### config.mk
export PLATFORM = sky130hd
export DESIGN_NAME = button_event_queue_flat
export DESIGN_NICKNAME = d
export VERILOG_FILES = /design/src/rtl/button_event_queue_if.sv /design/src/rtl/button_event_queue.sv /design/src/flat_wrapper.sv
export SDC_FILE = /design/constraint.sdc
export NUM_CORES = 1
export LEC_CHECK = 0
export ABC_AREA = 1
export CAP_MARGIN = 20
export CORE_UTILIZATION = 35
export CTS_CLUSTER_SIZE = 30
export DETAILED_ROUTE_END_ITERATION = 7
export GPL_TIMING_DRIVEN = 0
export PLACE_DENSITY = 0.54
export REMOVE_ABC_BUFFERS = 1
export SETUP_SLACK_MARGIN = 0.3
export SYNTH_ARGS = -nofsm -noshare
export SYNTH_HDL_FRONTEND = slang
export SYNTH_SLANG_ARGS = --single-unit
### constraint.sdc
create_clock -name clk -period 2.95 [get_ports clk]
set_input_delay 0.4425 -clock clk [delete_from_list [all_inputs] [get_ports clk]]
set_output_delay 0.4425 -clock clk [all_outputs]
set_load 0.03 [all_outputs]
### src/rtl/button_event_queue_if.sv
// button_event_queue_if
// Event handshake between the button event queue (master, producer) and the
// UI/dialer FSM (slave, consumer).
//   event_code   : code of the head event, 0 when the queue is empty
//   event_repeat : head event is an auto-repeat (0 = initial press)
//   event_valid  : queue non-empty
//   event_ready  : consumer takes the head event on an edge with valid & ready
interface button_event_queue_if;
  logic [3:0] event_code;
  logic       event_repeat;
  logic       event_valid;
  logic       event_ready;

  modport master (
    output event_code,
    output event_repeat,
    output event_valid,
    input  event_ready
  );

  modport slave (
    input  event_code,
    input  event_repeat,
    input  event_valid,
    output event_ready
  );
endinterface

### src/rtl/button_event_queue.sv
// button_event_queue
// Turns the nine resolved button levels into discrete press events, with
// auto-repeat on held buttons selected by REPEAT_MASK. Events go into a
// 4-entry first-word-fall-through queue read over a valid/ready handshake.
//   clk, reset          : clock, synchronous active-high reset
//   button*_in          : resolved levels; codes 0-3, 4 enter, 5 left,
//                         6 right, 7 up, 8 down
//   ev (master)         : head event code/repeat/valid, consumer ready
//   overflow            : one-cycle pulse after an event was dropped (full)
//   button_held         : a button is currently tracked as held
module button_event_queue #(
  parameter int unsigned HOLD_CYCLES   = 32'd13_500_000,
  parameter int unsigned REPEAT_CYCLES = 32'd2_700_000,
  parameter logic [8:0]  REPEAT_MASK   = 9'h1E0
) (
  input  logic                        clk,
  input  logic                        reset,
  input  logic                        button0_in,
  input  logic                        button1_in,
  input  logic                        button2_in,
  input  logic                        button3_in,
  input  logic                        button_enter_in,
  input  logic                        button_left_in,
  input  logic                        button_right_in,
  input  logic                        button_up_in,
  input  logic                        button_down_in,
  button_event_queue_if.master        ev,
  output logic                        overflow,
  output logic                        button_held
);

  localparam logic [23:0] HOLD_LOAD   = 24'(HOLD_CYCLES - 32'd1);
  localparam logic [23:0] REPEAT_LOAD = 24'(REPEAT_CYCLES - 32'd1);

  typedef enum logic [1:0] {
    ST_IDLE   = 2'd0,
    ST_HOLD   = 2'd1,
    ST_REPEAT = 2'd2
  } state_t;

  // Lowest set bit wins so simultaneous highs (a resolver fault) still give
  // one deterministic code. Result is {valid, code}.
  function automatic logic [4:0] encode_lowest(input logic [8:0] v);
    logic [4:0] r;
    r = 5'd0;
    for (int i = 8; i >= 0; i--) begin
      if (v[i]) begin
        r = {1'b1, 4'(i)};
      end else begin
        r = r;
      end
    end
    return r;
  endfunction

  // Widened copy of the mask so any 4-bit code indexes it safely.
  function automatic logic repeat_enabled(input logic [3:0] code);
    logic [15:0] m;
    m = {7'd0, REPEAT_MASK};
    return m[code];
  endfunction

  logic [8:0]  btn_s;
  logic [8:0]  btn_q;
  logic [4:0]  enc_s;
  logic        act_valid_s;
  logic [3:0]  act_code_s;

  state_t      state_q, state_d;
  logic [3:0]  held_code_q, held_code_d;
  logic [23:0] cnt_q, cnt_d;
  logic        held_q, held_d;
  logic        push_s;
  logic [4:0]  push_data_s;

  logic [4:0]  mem_q [4];
  logic [4:0]  mem_d [4];
  logic [1:0]  wr_ptr_q, wr_ptr_d;
  logic [1:0]  rd_ptr_q, rd_ptr_d;
  logic [2:0]  count_q, count_d;
  logic        pop_s;
  logic        full_s;
  logic        wr_en_s;
  logic        ovf_q, ovf_d;
  logic [3:0]  code_q, code_d;
  logic        rep_q, rep_d;
  logic        valid_q, valid_d;

  assign btn_s = {button_down_in, button_up_in, button_right_in, button_left_in,
                  button_enter_in, button3_in, button2_in, button1_in, button0_in};

  assign enc_s       = encode_lowest(btn_q);
  assign act_valid_s = enc_s[4];
  assign act_code_s  = enc_s[3:0];

  // Press/hold/repeat decision on the registered button vector.
  always_comb begin
    state_d     = state_q;
    held_code_d = held_code_q;
    cnt_d       = cnt_q;
    held_d      = held_q;
    push_s      = 1'b0;
    push_data_s = 5'd0;
    case (state_q)
      ST_IDLE: begin
        if (act_valid_s) begin
          push_s      = 1'b1;
          push_data_s = {1'b0, act_code_s};
          state_d     = ST_HOLD;
          held_code_d = act_code_s;
          cnt_d       = HOLD_LOAD;
          held_d      = 1'b1;
        end else begin
          held_d      = 1'b0;
        end
      end
      ST_HOLD, ST_REPEAT: begin
        if (!act_valid_s) begin
          state_d     = ST_IDLE;
          held_d      = 1'b0;
        end else if (act_code_s != held_code_q) begin
          // Direct handover X -> Y counts as a fresh press of Y.
          push_s      = 1'b1;
          push_data_s = {1'b0, act_code_s};
          state_d     = ST_HOLD;
          held_code_d = act_code_s;
          cnt_d       = HOLD_LOAD;
        end else if (cnt_q == 24'd0) begin
          if (repeat_enabled(held_code_q)) begin
            push_s      = 1'b1;
            push_data_s = {1'b1, held_code_q};
            state_d     = ST_REPEAT;
            cnt_d       = REPEAT_LOAD;
          end else begin
            // Non-repeating button: park with the counter frozen at 0.
            cnt_d       = 24'd0;
          end
        end else begin
          cnt_d       = cnt_q - 24'd1;
        end
      end
      default: begin
        state_d     = ST_IDLE;
        held_d      = 1'b0;
      end
    endcase
  end

  // Queue next state; a full queue still accepts a push when the head pops
  // on the same edge, and the head registers follow the post-edge contents.
  always_comb begin
    pop_s   = ev.event_ready & (count_q != 3'd0);
    full_s  = (count_q == 3'd4);
    wr_en_s = push_s & (~full_s | pop_s);
    ovf_d   = push_s & full_s & ~pop_s;

    mem_d = mem_q;
    if (wr_en_s) begin
      mem_d[wr_ptr_q] = push_data_s;
    end else begin
      mem_d[wr_ptr_q] = mem_q[wr_ptr_q];
    end

    wr_ptr_d = wr_ptr_q + {1'b0, wr_en_s};
    rd_ptr_d = rd_ptr_q + {1'b0, pop_s};

    case ({wr_en_s, pop_s})
      2'b10:   count_d = count_q + 3'd1;
      2'b01:   count_d = count_q - 3'd1;
      default: count_d = count_q;
    endcase

    if (count_d != 3'd0) begin
      valid_d = 1'b1;
      code_d  = mem_d[rd_ptr_d][3:0];
      rep_d   = mem_d[rd_ptr_d][4];
    end else begin
      valid_d = 1'b0;
      code_d  = 4'd0;
      rep_d   = 1'b0;
    end
  end

  // All state: input register, FSM, queue and registered outputs.
  always_ff @(posedge clk) begin
    if (reset) begin
      btn_q       <= 9'd0;
      state_q     <= ST_IDLE;
      held_code_q <= 4'd0;
      cnt_q       <= 24'd0;
      held_q      <= 1'b0;
      mem_q       <= '{default: 5'd0};
      wr_ptr_q    <= 2'd0;
      rd_ptr_q    <= 2'd0;
      count_q     <= 3'd0;
      ovf_q       <= 1'b0;
      code_q      <= 4'd0;
      rep_q       <= 1'b0;
      valid_q     <= 1'b0;
    end else begin
      btn_q       <= btn_s;
      state_q     <= state_d;
      held_code_q <= held_code_d;
      cnt_q       <= cnt_d;
      held_q      <= held_d;
      mem_q       <= mem_d;
      wr_ptr_q    <= wr_ptr_d;
      rd_ptr_q    <= rd_ptr_d;
      count_q     <= count_d;
      ovf_q       <= ovf_d;
      code_q      <= code_d;
      rep_q       <= rep_d;
      valid_q     <= valid_d;
    end
  end

  assign ev.event_code   = code_q;
  assign ev.event_repeat = rep_q;
  assign ev.event_valid  = valid_q;
  assign overflow        = ovf_q;
  assign button_held     = held_q;

endmodule

### src/flat_wrapper.sv
// flat-port wrapper written by rule: the top's interface ports become plain ports
module button_event_queue_flat 
#(
  parameter int unsigned HOLD_CYCLES   = 32'd13_500_000,
  parameter int unsigned REPEAT_CYCLES = 32'd2_700_000,
  parameter logic [8:0]  REPEAT_MASK   = 9'h1E0
)
  (clk, reset, button0_in, button1_in, button2_in, button3_in, button_enter_in, button_left_in, button_right_in, button_up_in, button_down_in, overflow, button_held, ev_event_code, ev_event_repeat, ev_event_valid, ev_event_ready);
  button_event_queue_if ev_i ();
  input  logic clk;
  input  logic reset;
  input  logic button0_in;
  input  logic button1_in;
  input  logic button2_in;
  input  logic button3_in;
  input  logic button_enter_in;
  input  logic button_left_in;
  input  logic button_right_in;
  input  logic button_up_in;
  input  logic button_down_in;
  output logic overflow;
  output logic button_held;
  output wire logic [$bits(ev_i.event_code)-1:0] ev_event_code;
  output wire logic [$bits(ev_i.event_repeat)-1:0] ev_event_repeat;
  output wire logic [$bits(ev_i.event_valid)-1:0] ev_event_valid;
  input wire logic [$bits(ev_i.event_ready)-1:0] ev_event_ready;
  assign ev_event_code = ev_i.event_code;
  assign ev_event_repeat = ev_i.event_repeat;
  assign ev_event_valid = ev_i.event_valid;
  assign ev_i.event_ready = ev_event_ready;
  button_event_queue #(.HOLD_CYCLES(HOLD_CYCLES), .REPEAT_CYCLES(REPEAT_CYCLES), .REPEAT_MASK(REPEAT_MASK)) u_core (.clk(clk), .reset(reset), .button0_in(button0_in), .button1_in(button1_in), .button2_in(button2_in), .button3_in(button3_in), .button_enter_in(button_enter_in), .button_left_in(button_left_in), .button_right_in(button_right_in), .button_up_in(button_up_in), .button_down_in(button_down_in), .ev(ev_i), .overflow(overflow), .button_held(button_held));
endmodule
==> Word-level counts from Yosys, hierarchy flattened <==
Memory sizes are Yosys's and may differ from the RTL's. A register that Yosys moved wholly into a read port is not among the register bits.
Cells that the tools add are included.
{ "op_classes": {"eq_ne": 12, "bitwise_logic": 10, "add_sub_neg": 5, "n_reduce_logical": 11, "mux": 55, "magnitude_cmp": 4} }
{ "ops": {"columns": ["cell", "count"], "rows": [
  ["24-bit two-way mux", 4],
  ["5-bit two-way mux", 18],
  ["24-bit case mux with 2 select lines", 1],
  ["20-bit bitwise mux", 2],
  ["24-bit zero test", 1],
  ["4-bit two-way mux", 6],
  ["24-bit by 1-bit subtractor with 24-bit output (second input constant)", 1],
  ["22-bit two-way mux", 1],
  ["5-bit binary-select mux with 2-bit select", 2],
  ["20-bit two-way mux", 1],
  ["5-bit demux with 2-bit select", 1],
  ["2-bit two-way mux", 5],
  ["5-bit case mux with 2 select lines", 1],
  ["1-bit two-way mux", 8],
  ["4-bit inequality test (second input constant)", 2],
  ["4-bit case mux with 2 select lines", 1],
  ["3-bit >= comparator (second input constant)", 2],
  ["2-bit by 1-bit inequality test with 1-bit output (second input constant)", 3],
  ["2-bit NOT with 3-bit output", 2],
  ["3-bit case mux with 2 select lines", 1],
  ["3-bit AND reduction", 2],
  ["3-bit nonzero test", 2],
  ["4-bit by 5-bit less-than comparator with 1-bit output (second input constant)", 1],
  ["2-bit by 1-bit adder with 2-bit output", 2],
  ["other kinds (18)", 27]
]} }
{ "totals": {"out_inout_bits": 8, "romBits": 16, "n_memories": 1, "input_bits": 12, "ff_bits": 74, "elab_cells": 114} }
{ "memory_table": {"columns": ["name", "depth", "word_bits", "read_ports", "rd_ports_with_merged_regs", "write_ports", "line_no", "text"], "rows": [
  ["(no name shown)", 16, 1, 1, 1, 0, "button_event_queue.sv:60", "return m[code];"]
]} }

==> Depth between registers and ports, before layout <==
Gate-level depths: netlist of run 1.
{ "depth": {"word_depth": 19, "ltp_mapped": 25, "mapped_depth_nobuf": 25} }

==> Worst setup path before layout of run 1 <==
OpenSTA, ideal clock, no wires.
{ "synth_timing": {"path_kind": "register to register", "startpoint": "register u_core.state_q[0]", "endpoint": "register u_core.code_q[0], in the netlist u_core.ev.event_code[0]", "t_required_ns": 2.841, "synth_period_minus_slack_ns": 2.529, "path_stages_with_launch": 20, "setup_time_ns": 0.109, "arrival_time_ns": 2.420, "path_buffers": 1, "path_slack_ns": 0.421, "path_cell_list": "dfxtp_1 -> inv_1 -> ha_1 -> clkbuf_1 -> inv_1 -> nor2_1 -> nand2_4 -> nand2_8 -> nand2_4 -> nand2_4 -> inv_1 -> fa_1 -> inv_1 -> nand2_1 -> nand2_1 -> nand2_1 -> nand2_2 -> nand2_4 -> nand2_1 -> inv_1"} }
{ "synth_via": {"elab_chain_len": 9, "word_cells_on_any_way": 18, "cone_classes": "eq/ne (4); mux (8); bitwise (2); reduce/logical (4)"} }
{ "synth_lines": {"columns": ["item", "line_no", "text"], "rows": [
  ["from (decl)", "button_event_queue.sv:69", "state_t state_q, state_d;"],
  ["from (signal assigned)", "button_event_queue.sv:202", "state_q <= state_d;"],
  ["2-bit by 1-bit == test with 1-bit output or 2-bit == test (tied branches)", "button_event_queue.sv:104", "case (state_q)"],
  ["2-bit OR reduction", "button_event_queue.sv:104", null],
  ["1-bit case mux with 2 select lines", "button_event_queue.sv:104", null],
  ["1-bit bitwise AND", "button_event_queue.sv:154", "wr_en_s = push_s & (~full_s | pop_s);"],
  ["2-bit by 1-bit == test with 1-bit output or 2-bit == test (tied branches)", "button_event_queue.sv:167", "case ({wr_en_s, pop_s})"],
  ["3-bit case mux with 2 select lines", "button_event_queue.sv:167", null],
  ["3-bit nonzero test", "button_event_queue.sv:173", "if (count_d != 3'd0) begin"],
  ["1-bit NOT (no line)", null, null],
  ["2-bit OR reduction (no line)", null, null],
  ["to (signal assigned)", "button_event_queue.sv:211", "code_q <= code_d;"],
  ["to (decl)", "button_event_queue.sv:85", "logic [3:0] code_q, code_d;"]
]} }
Several ways; a longest one is shown, not always the timed one. The select of a mux whose other input is x is not followed.
A chain may end at the register's enable or synchronous reset.

==> Final worst setup path of run 1 <==
{ "layout_timing": {"startpoint": "register u_core.cnt_q[0]", "endpoint": "register u_core.code_q[1], in the netlist u_core.ev.event_code[1]"} }
{ "layout_via": {"elab_chain_len": 11, "word_cells_on_any_way": 21, "cone_classes": "eq/ne (2); mux (14); bitwise (2); reduce/logical (3)"} }
{ "layout_lines": {"columns": ["item", "line_no", "text"], "rows": [
  ["from (decl)", "button_event_queue.sv:71", "logic [23:0] cnt_q, cnt_d;"],
  ["from (signal assigned)", "button_event_queue.sv:204", "cnt_q <= cnt_d;"],
  ["24-bit zero test (*)", "button_event_queue.sv:128", "end else if (cnt_q == 24'd0) begin"],
  ["1-bit two-way mux", "button_event_queue.sv:128", null],
  ["1-bit two-way mux", "button_event_queue.sv:121", "end else if (act_code_s != held_code_q) begin"],
  ["1-bit two-way mux", "button_event_queue.sv:118", "if (!act_valid_s) begin"],
  ["1-bit case mux with 2 select lines", "button_event_queue.sv:104", null],
  ["1-bit bitwise AND", "button_event_queue.sv:154", null],
  ["2-bit by 1-bit == test with 1-bit output or 2-bit == test (tied branches)", "button_event_queue.sv:167", null],
  ["3-bit case mux with 2 select lines", "button_event_queue.sv:167", null],
  ["3-bit nonzero test", "button_event_queue.sv:173", null],
  ["1-bit NOT (no line)", null, null],
  ["2-bit OR reduction (no line)", null, null]
]} }
Mark *: on every way between the ends. The rest lies on a longest branch, timed or not. The select of a mux whose other input is x is not followed.

==> metrics, run 1 <==
Via density 4.871; Remaining DRCs 0; # setup viols final 0; Most common cell on crit path nand2_4; Initial Util a little over a third; Final Slew Violations 0; final worst slack 466.7 ps; critical path, cell by cell inv_2, ha_4, nand3_4, nor3_4, nand4_4, nand3_2, nand2_4, nand2_8, nand2_4, nand2_4, inv_2, fa_1, inv_1, nand2_2, nand2_1, nand2_1, nand3_2, nand2_4, nand2_1, inv_1; total negative slack 0 ps; drt first pass iters 4; WL/cell approximately 12 um; RSZ-0062 raised after global routing true; design area 0.005090 mm^2; Worst EP required between 3000 and 4000 ps; simple-gate area share of the yosys netlist between 30 and 40%; Clock Latency Late Sink around 340 ps; synthesized flop and latch total 75; GRT Resource Usage Total 16.81%; complex-gate fraction of the synthesized area between 10% and 20%; overall power 3.796 mW; Synth Area in XOR/XNOR approximately 2.7%; row cnt 39; Initial DRC Count 154; final WL between 9 and 10 mm; most common cell in the netlist nand2_1; CTS clock-pin slew for the worst setup and hold paths about 60 ps; Seq/Total Area, Yosys between 30 and 40%; max incr delay on CP 390 ps; largest net degree at the start of global routing 50; async set-or-reset flop fraction in the synthesized netlist 0%; Synth top cells by count nand2_1, inv_1, dfxtp_1; I/O pin cnt 20; multiplexer share of the synthesized area 0%; Primary FF master, synth dfxtp_1; CP Data Arrival Time around 2700 ps; Post-CTS Hold Buffers 0; fmax between 400 and 500 MHz; Pwr per Cell Area approximately 750 mW/mm^2; Layout Skew approximately 11 ps; die height about 110 um; first-pass GRT wire length about 17 mm; post-placement cell area 0.004489 mm^2; CP Capture Type flop; largest family of logic cells by synthesized area simple AND/OR/NAND/NOR gates; worst-margin pin slew 673.0 ps; Adder-Cell Fraction of Synth Area a little under 2%; Ant. Diodes 0; core area between 0.01 and 0.015 mm^2; syn_area_per_cell slightly below 7 um^2; cell taking the most area after synthesis dfxtp_1; Post-Synthesis Cell Area approximately 0.0042 mm^2; Die X 111.1 um; Critical Path Fanout Max 6; Clock Sinks 75; Max IR drop VDD ~0.00046 V; grt ovf 0; Static Leak ~2.3 nW; Antenna Nets Post-Route 0; final hold vios 0; vias in the first global route 3657; Num CTS Buffers 9; TritonCTS clock tree yes; CP max stage cell fa_1; Ys Warns 0; Area contributors post-synth dfxtp_1, nand2_1, inv_1; GP Congestion about 0.8; period utilisation layout a little over four fifths; area grow syn2layout 22.24%; maxcap violations 0; kind of critical path flop to flop; Cells after Synth between 600 and 700; Min Clock Period, post-route ~2500 ps; I/O Buffers 19; share of cells above drive strength 1 between 20% and 30%; via count between 3000 and 4000; nets@finish roughly 660; root buf cell clkbuf_16; hpwl dp 6.773 mm; Yosys top cell area share about 36%; initial antenna violation count 0; Final Util between 40% and 50%; hold crit path type input port to flop; max-slew headroom at the worst pin around 55%; CP startpoint kind flop; EDFF count, synth 0; outcome complete, no violations; Unique masters post-synth 40; DP Worst Slack -48.31 ps; H-tree depth 3; CTS Buffer Depth 2; Die Area roughly 0.012 mm^2
-- cells by family after synthesis --
| logic type | count (synthesis) |
|---|---|
| compound gates | 80 |
| flops | 75 |
| simple gates | 324 |
| fa+ha+maj | 6 |
| buf+inv | 106 |
| xor+xnor | 13 |
-- repair_timing --
| item | in CTS | in global routing |
|---|---|---|
| buffers inserted | 4 | 20 |
| resized for setup | 9 | 26 |
| setup endpoints to repair | 17 | 15 |
| pin swaps | 4 | 11 |
-- final timing paths --
kind	startpoint	to	slack [ps]	cells past startpoint
worst max-delay path	u_core.cnt_q[0]$_SDFFE_PP0P_	u_core.ev.event_code[1]$_SDFF_PP0_	470	20
worst min-delay path	reset	u_core.count_q[1]$_SDFF_PP0_	450	2
worst max register to register	u_core.cnt_q[0]$_SDFFE_PP0P_	u_core.ev.event_code[1]$_SDFF_PP0_	470	20
worst min register to register	u_core.mem_q[6]$_SDFF_PP0_	u_core.mem_q[6]$_SDFF_PP0_	480	2
-- metal layers --
| layer | vias up | share of wire, % | track usage, % |
|---|---|---|---|
| li1 | 2028 | - | - |
| met1 | 1772 | 48 | 21.37 |
| met2 | 42 | 47 | 27.67 |
| met3 | 16 | 2.8 | 3.445 |
| met4 | 0 | 1.7 | 7.117 |
| met5 | - | 0 | 0 |
-- flip-flops by register name, summed over array words and instances, names as in the netlist, named ones only --
name,cells
u_core.ev.event_code,4
u_core.wr_ptr_q,2
u_core.overflow,1
u_core.cnt_q,24
u_core.btn_q,9
u_core.count_q,3
u_core.rd_ptr_q,2
u_core.held_code_q,4
u_core.ev.event_repeat,1
u_core.state_q,2
u_core.ev.event_valid,1
u_core.mem_q,20
u_core.button_held,1
-- critical path, delay by kind of cell, from the launching register on --
| family | cells | cell delay, ps |
|---|---|---|
| simple gates | 14 | 1280 |
| flops | 1 | 310 |
| fa+ha+maj | 2 | 540 |
| buf+inv | 4 | 240 |
-- per-stage QoR --
step | hold WS, ps | instances
final | 448.8 | 792
after global routing | 453.3 | 792
after CTS | 447.5 | 772
after detailed placement | 467.0 | 752
after global placement | 461.4 | 751
after floorplan | 446.5 | 589
-- power breakdown --
part	switching (mW)	total, mW	leakage (nW)	internal (mW)
Clock	0.431	1.15	0.155	0.721
Combinational	0.874	1.39	1.56	0.514
Sequential	0.0945	1.26	0.620	1.16
-- layout by cell type, fill, tap and decap left out, types with 4 or more instances in the layout --
master           synthesis  final
buf_4                    0     24
nand3_2                  7      7
nor2_2                   7      9
xnor2_1                  7      7
inv_1                   76     70
a21oi_1                 40     40
nand4_2                  5      4
nor4_1                   8      7
nand2_1                142    134
nor3_1                   9      9
clkdlybuf4s50_1          0     18
nand3_1                 51     50
xor2_1                   6      6
dfxtp_2                  0      5
nand2_2                 11     19
nor2_1                  58     54
dfxtp_1                 75     70
clkbuf_16                0      9
inv_2                   14     20
a31oi_1                  7      7
nor2_4                   3      5
o21ai_0                 19     18
a21oi_2                  5      4
nand2_4                  6      6
nand4_1                  7      7
-- final cells by class --
cell class | count | area, um^2
Multi-Input combinational cell | 423 | 2362
Fill cell | 1173 | 6426
Inverter | 91 | 341.6
Sequential cell | 75 | 1508
Clock inverter | 4 | 47.55
Clock buffer | 12 | 266.5
Tap cell | 143 | 178.9
Timing Repair Buffer | 44 | 385.4
(Power assumes the default switching activity.)
==> run 2, diff against run 1 <==
PLACE_DENSITY = 0.56   (was 0.54)
clock period = 2.1 ns   (was 2.95 ns; I/O delays follow)
==> run 2 against run 1 <==
The flow now finishes with violations (design-rule violations, negative setup slack); critical path depth shrank 1; sequential cell count is the same; die area is the same; critical path type unchanged.
==> metrics, run 2 (synthesis results as in run 1) <==
Initial DRC Count 192 (was 154); # setup viols final 56 (was 0); Final Slew Violations 0 (unchanged); outcome finished with violations (was complete, no violations); drt first pass iters 6 (was 4); Min Clock Period, post-route 2546 ps (was 2483 ps); largest registers u_core.cnt_q: 24 flops, u_core.mem_q: 20 flops, u_core.btn_q: 9 flops (unchanged); Pwr per Cell Area 990.8 mW/mm^2 (was 745.9 mW/mm^2); I/O Buffers 19 (unchanged); r2r setup slk -450 ps (was 470 ps); Reg with most FFs u_core.cnt_q (unchanged); first-pass GRT wire length 17.42 mm (was 16.74 mm); final WL 10.63 mm (was 9.682 mm); CP Data Arrival Time 2830 ps (was 2720 ps); worst r2r path cells 19 (was 20); core area 0.01152 mm^2 (unchanged); worst-margin pin slew 569.2 ps (was 673.0 ps); Num CTS Buffers 9 (unchanged); CTS Buffer Depth 2 (unchanged); GP Congestion 0.8270 (was 0.8153); die height 111.1 um (unchanged); via count 4068 (was 3858); number of fillers in the final layout 1121 (was 1173); Die X 111.1 um (unchanged); root buf cell clkbuf_16 (unchanged); maxcap violations 0 (unchanged); WL/cell 12.97 um (was 12.22 um); area grow syn2layout 35.52% (was 22.24%); Max IR drop VDD 0.0005774 V (was 0.0004607 V); most frequent cells in the layout nand2_1, dfxtp_1, inv_1 (was nand2_1, inv_1, dfxtp_1); max-slew headroom at the worst pin 61.78% (was 54.81%); Worst EP required 2390 ps (was 3180 ps); nets@finish 690 (was 662); hpwl dp 6.744 mm (was 6.773 mm); RSZ-0062 raised after global routing true (unchanged); GRT Resource Usage Total 17.42% (was 16.81%); Remaining DRCs 2 (was 0); vias in the first global route 3723 (was 3657); max reg flops 24 (unchanged); period utilisation layout 121.2% (was 84.18%); share of cells above drive strength 1 30.43% (was 20.65%); Hold WS 380.0 ps (was 448.8 ps); final hold vios 0 (unchanged); CP Capture Type flop (unchanged); Ant. Diodes 0 (unchanged); DP Worst Slack -890.9 ps (was -48.31 ps); Static Leak 2.544 nW (was 2.338 nW); failing checks design-rule violations, negative setup slack; hold crit path type input port to flop (unchanged); commonest non-fill, non-tap cell in the layout nand2_1 (unchanged); cell depth of the worst hold path 2 (unchanged); Layout Skew 4.433 ps (was 11.17 ps); I/O pin cnt 20 (unchanged); TritonCTS clock tree yes (unchanged); initial antenna violation count 0 (unchanged); Clock Latency Late Sink 340 ps (about the same); CP startpoint kind flop (unchanged); Antenna Nets Post-Route 0 (unchanged); largest net degree at the start of global routing 39 (was 50); Via density 4.961 (was 4.871); grt ovf 0 (unchanged); Die Area 0.01234 mm^2 (unchanged); final worst slack -445.9 ps (was 466.7 ps); Post-CTS Hold Buffers 0 (unchanged); row cnt 39 (unchanged); H-tree depth 3 (unchanged); kind of critical path flop to flop (unchanged); CTS clock-pin slew for the worst setup and hold paths 60 ps (about the same); Initial Util 36.16% (unchanged); Critical Path Fanout Max 6 (unchanged); Clock Sinks 75 (unchanged); fmax 392.8 MHz (was 402.7 MHz)
run 2: cell types whose count changed in the layout (fill, tap and decap cells not counted), sizes merged:
cell	delta
bufinv	-1
clkbuf	-1
buf	+27
inv	-4
nand2	+1
clkinvlp	+2
clkinv	+4
run 2: routing by layer:
layer / GRT usage (%) / vias to the layer above / wire, um
met1: 22.27 / 1891 / 4857
met5: 0 / - / 0
met2: 29.52 / 74 / 5286
met3: 3.171 / 15 / 333
met4: 5.856 / 0 / 157
li1: - / 2088 / -
run 2: worst paths after layout:
check,startpoint,end
hold reg to reg,u_core.mem_q[12]$_SDFF_PP0_,u_core.mem_q[12]$_SDFF_PP0_
setup reg to reg,u_core.cnt_q[21]$_SDFFE_PP0P_,u_core.ev.event_code[1]$_SDFF_PP0_
setup / recovery,u_core.cnt_q[21]$_SDFFE_PP0P_,u_core.ev.event_code[1]$_SDFF_PP0_
hold / removal,reset,u_core.mem_q[18]$_SDFF_PP0_
run 2: report_power, final:
group,switching [mW],total [mW],internal [mW]
clock,0.607,1.46,0.856
sequential,0.147,1.78,1.63
combinational,1.39,2.35,0.953
run 2: what timing repair did:
item	in CTS	in global routing
resized for setup	56	82
pin swaps	21	44
endpoints found under the setup margin	64	63
gates cloned	1	0
setup buffers	26	25
run 2: area by class of cell:
type                    instances  area (um^2)  share of cell area [%]
flip-flops and latches         75         1511                   26.78
clock inverters                 5        27.53                  0.4878
well taps                     143        178.9                   3.171
inverters                      91        371.6                   6.585
repair buffers                 71        688.2                   12.20
clock buffers                  11        252.7                   4.479
multi-input cells             424         2613                   46.30
run 2: critical path: stages, from the launching register on:
cell	delay [ps]
dfxtp_1	360
nor2_2	140
nand3_1	130
nor2_4	210
nand4_4	160
nand3_4	140
nand2_4	70
nand2_8	80
nand2_4	50
nand2_4	80
inv_2	40
fa_1	520
inv_2	40
nand2_2	50
nand2_2	60
nand2_2	60
nand2_2	60
nand2_4	130
nand2_2	70
inv_2	40
run 2: stage by stage:
step	std cells	power (mW)	TNS, ps	cell area [um^2]	utilization (%)
6_report	820	5.591	-7769	5643	49.00
5_1_grt	820	5.979	-16060	5643	49.00
4_1_cts	795	5.316	-3090	5201	45.17
3_5_place_dp	752	3.607	-22060	4489	38.98
3_3_place_gp	751	3.567	-61750	4474	38.85
2_1_floorplan	589	3.154	-3778	4105	-
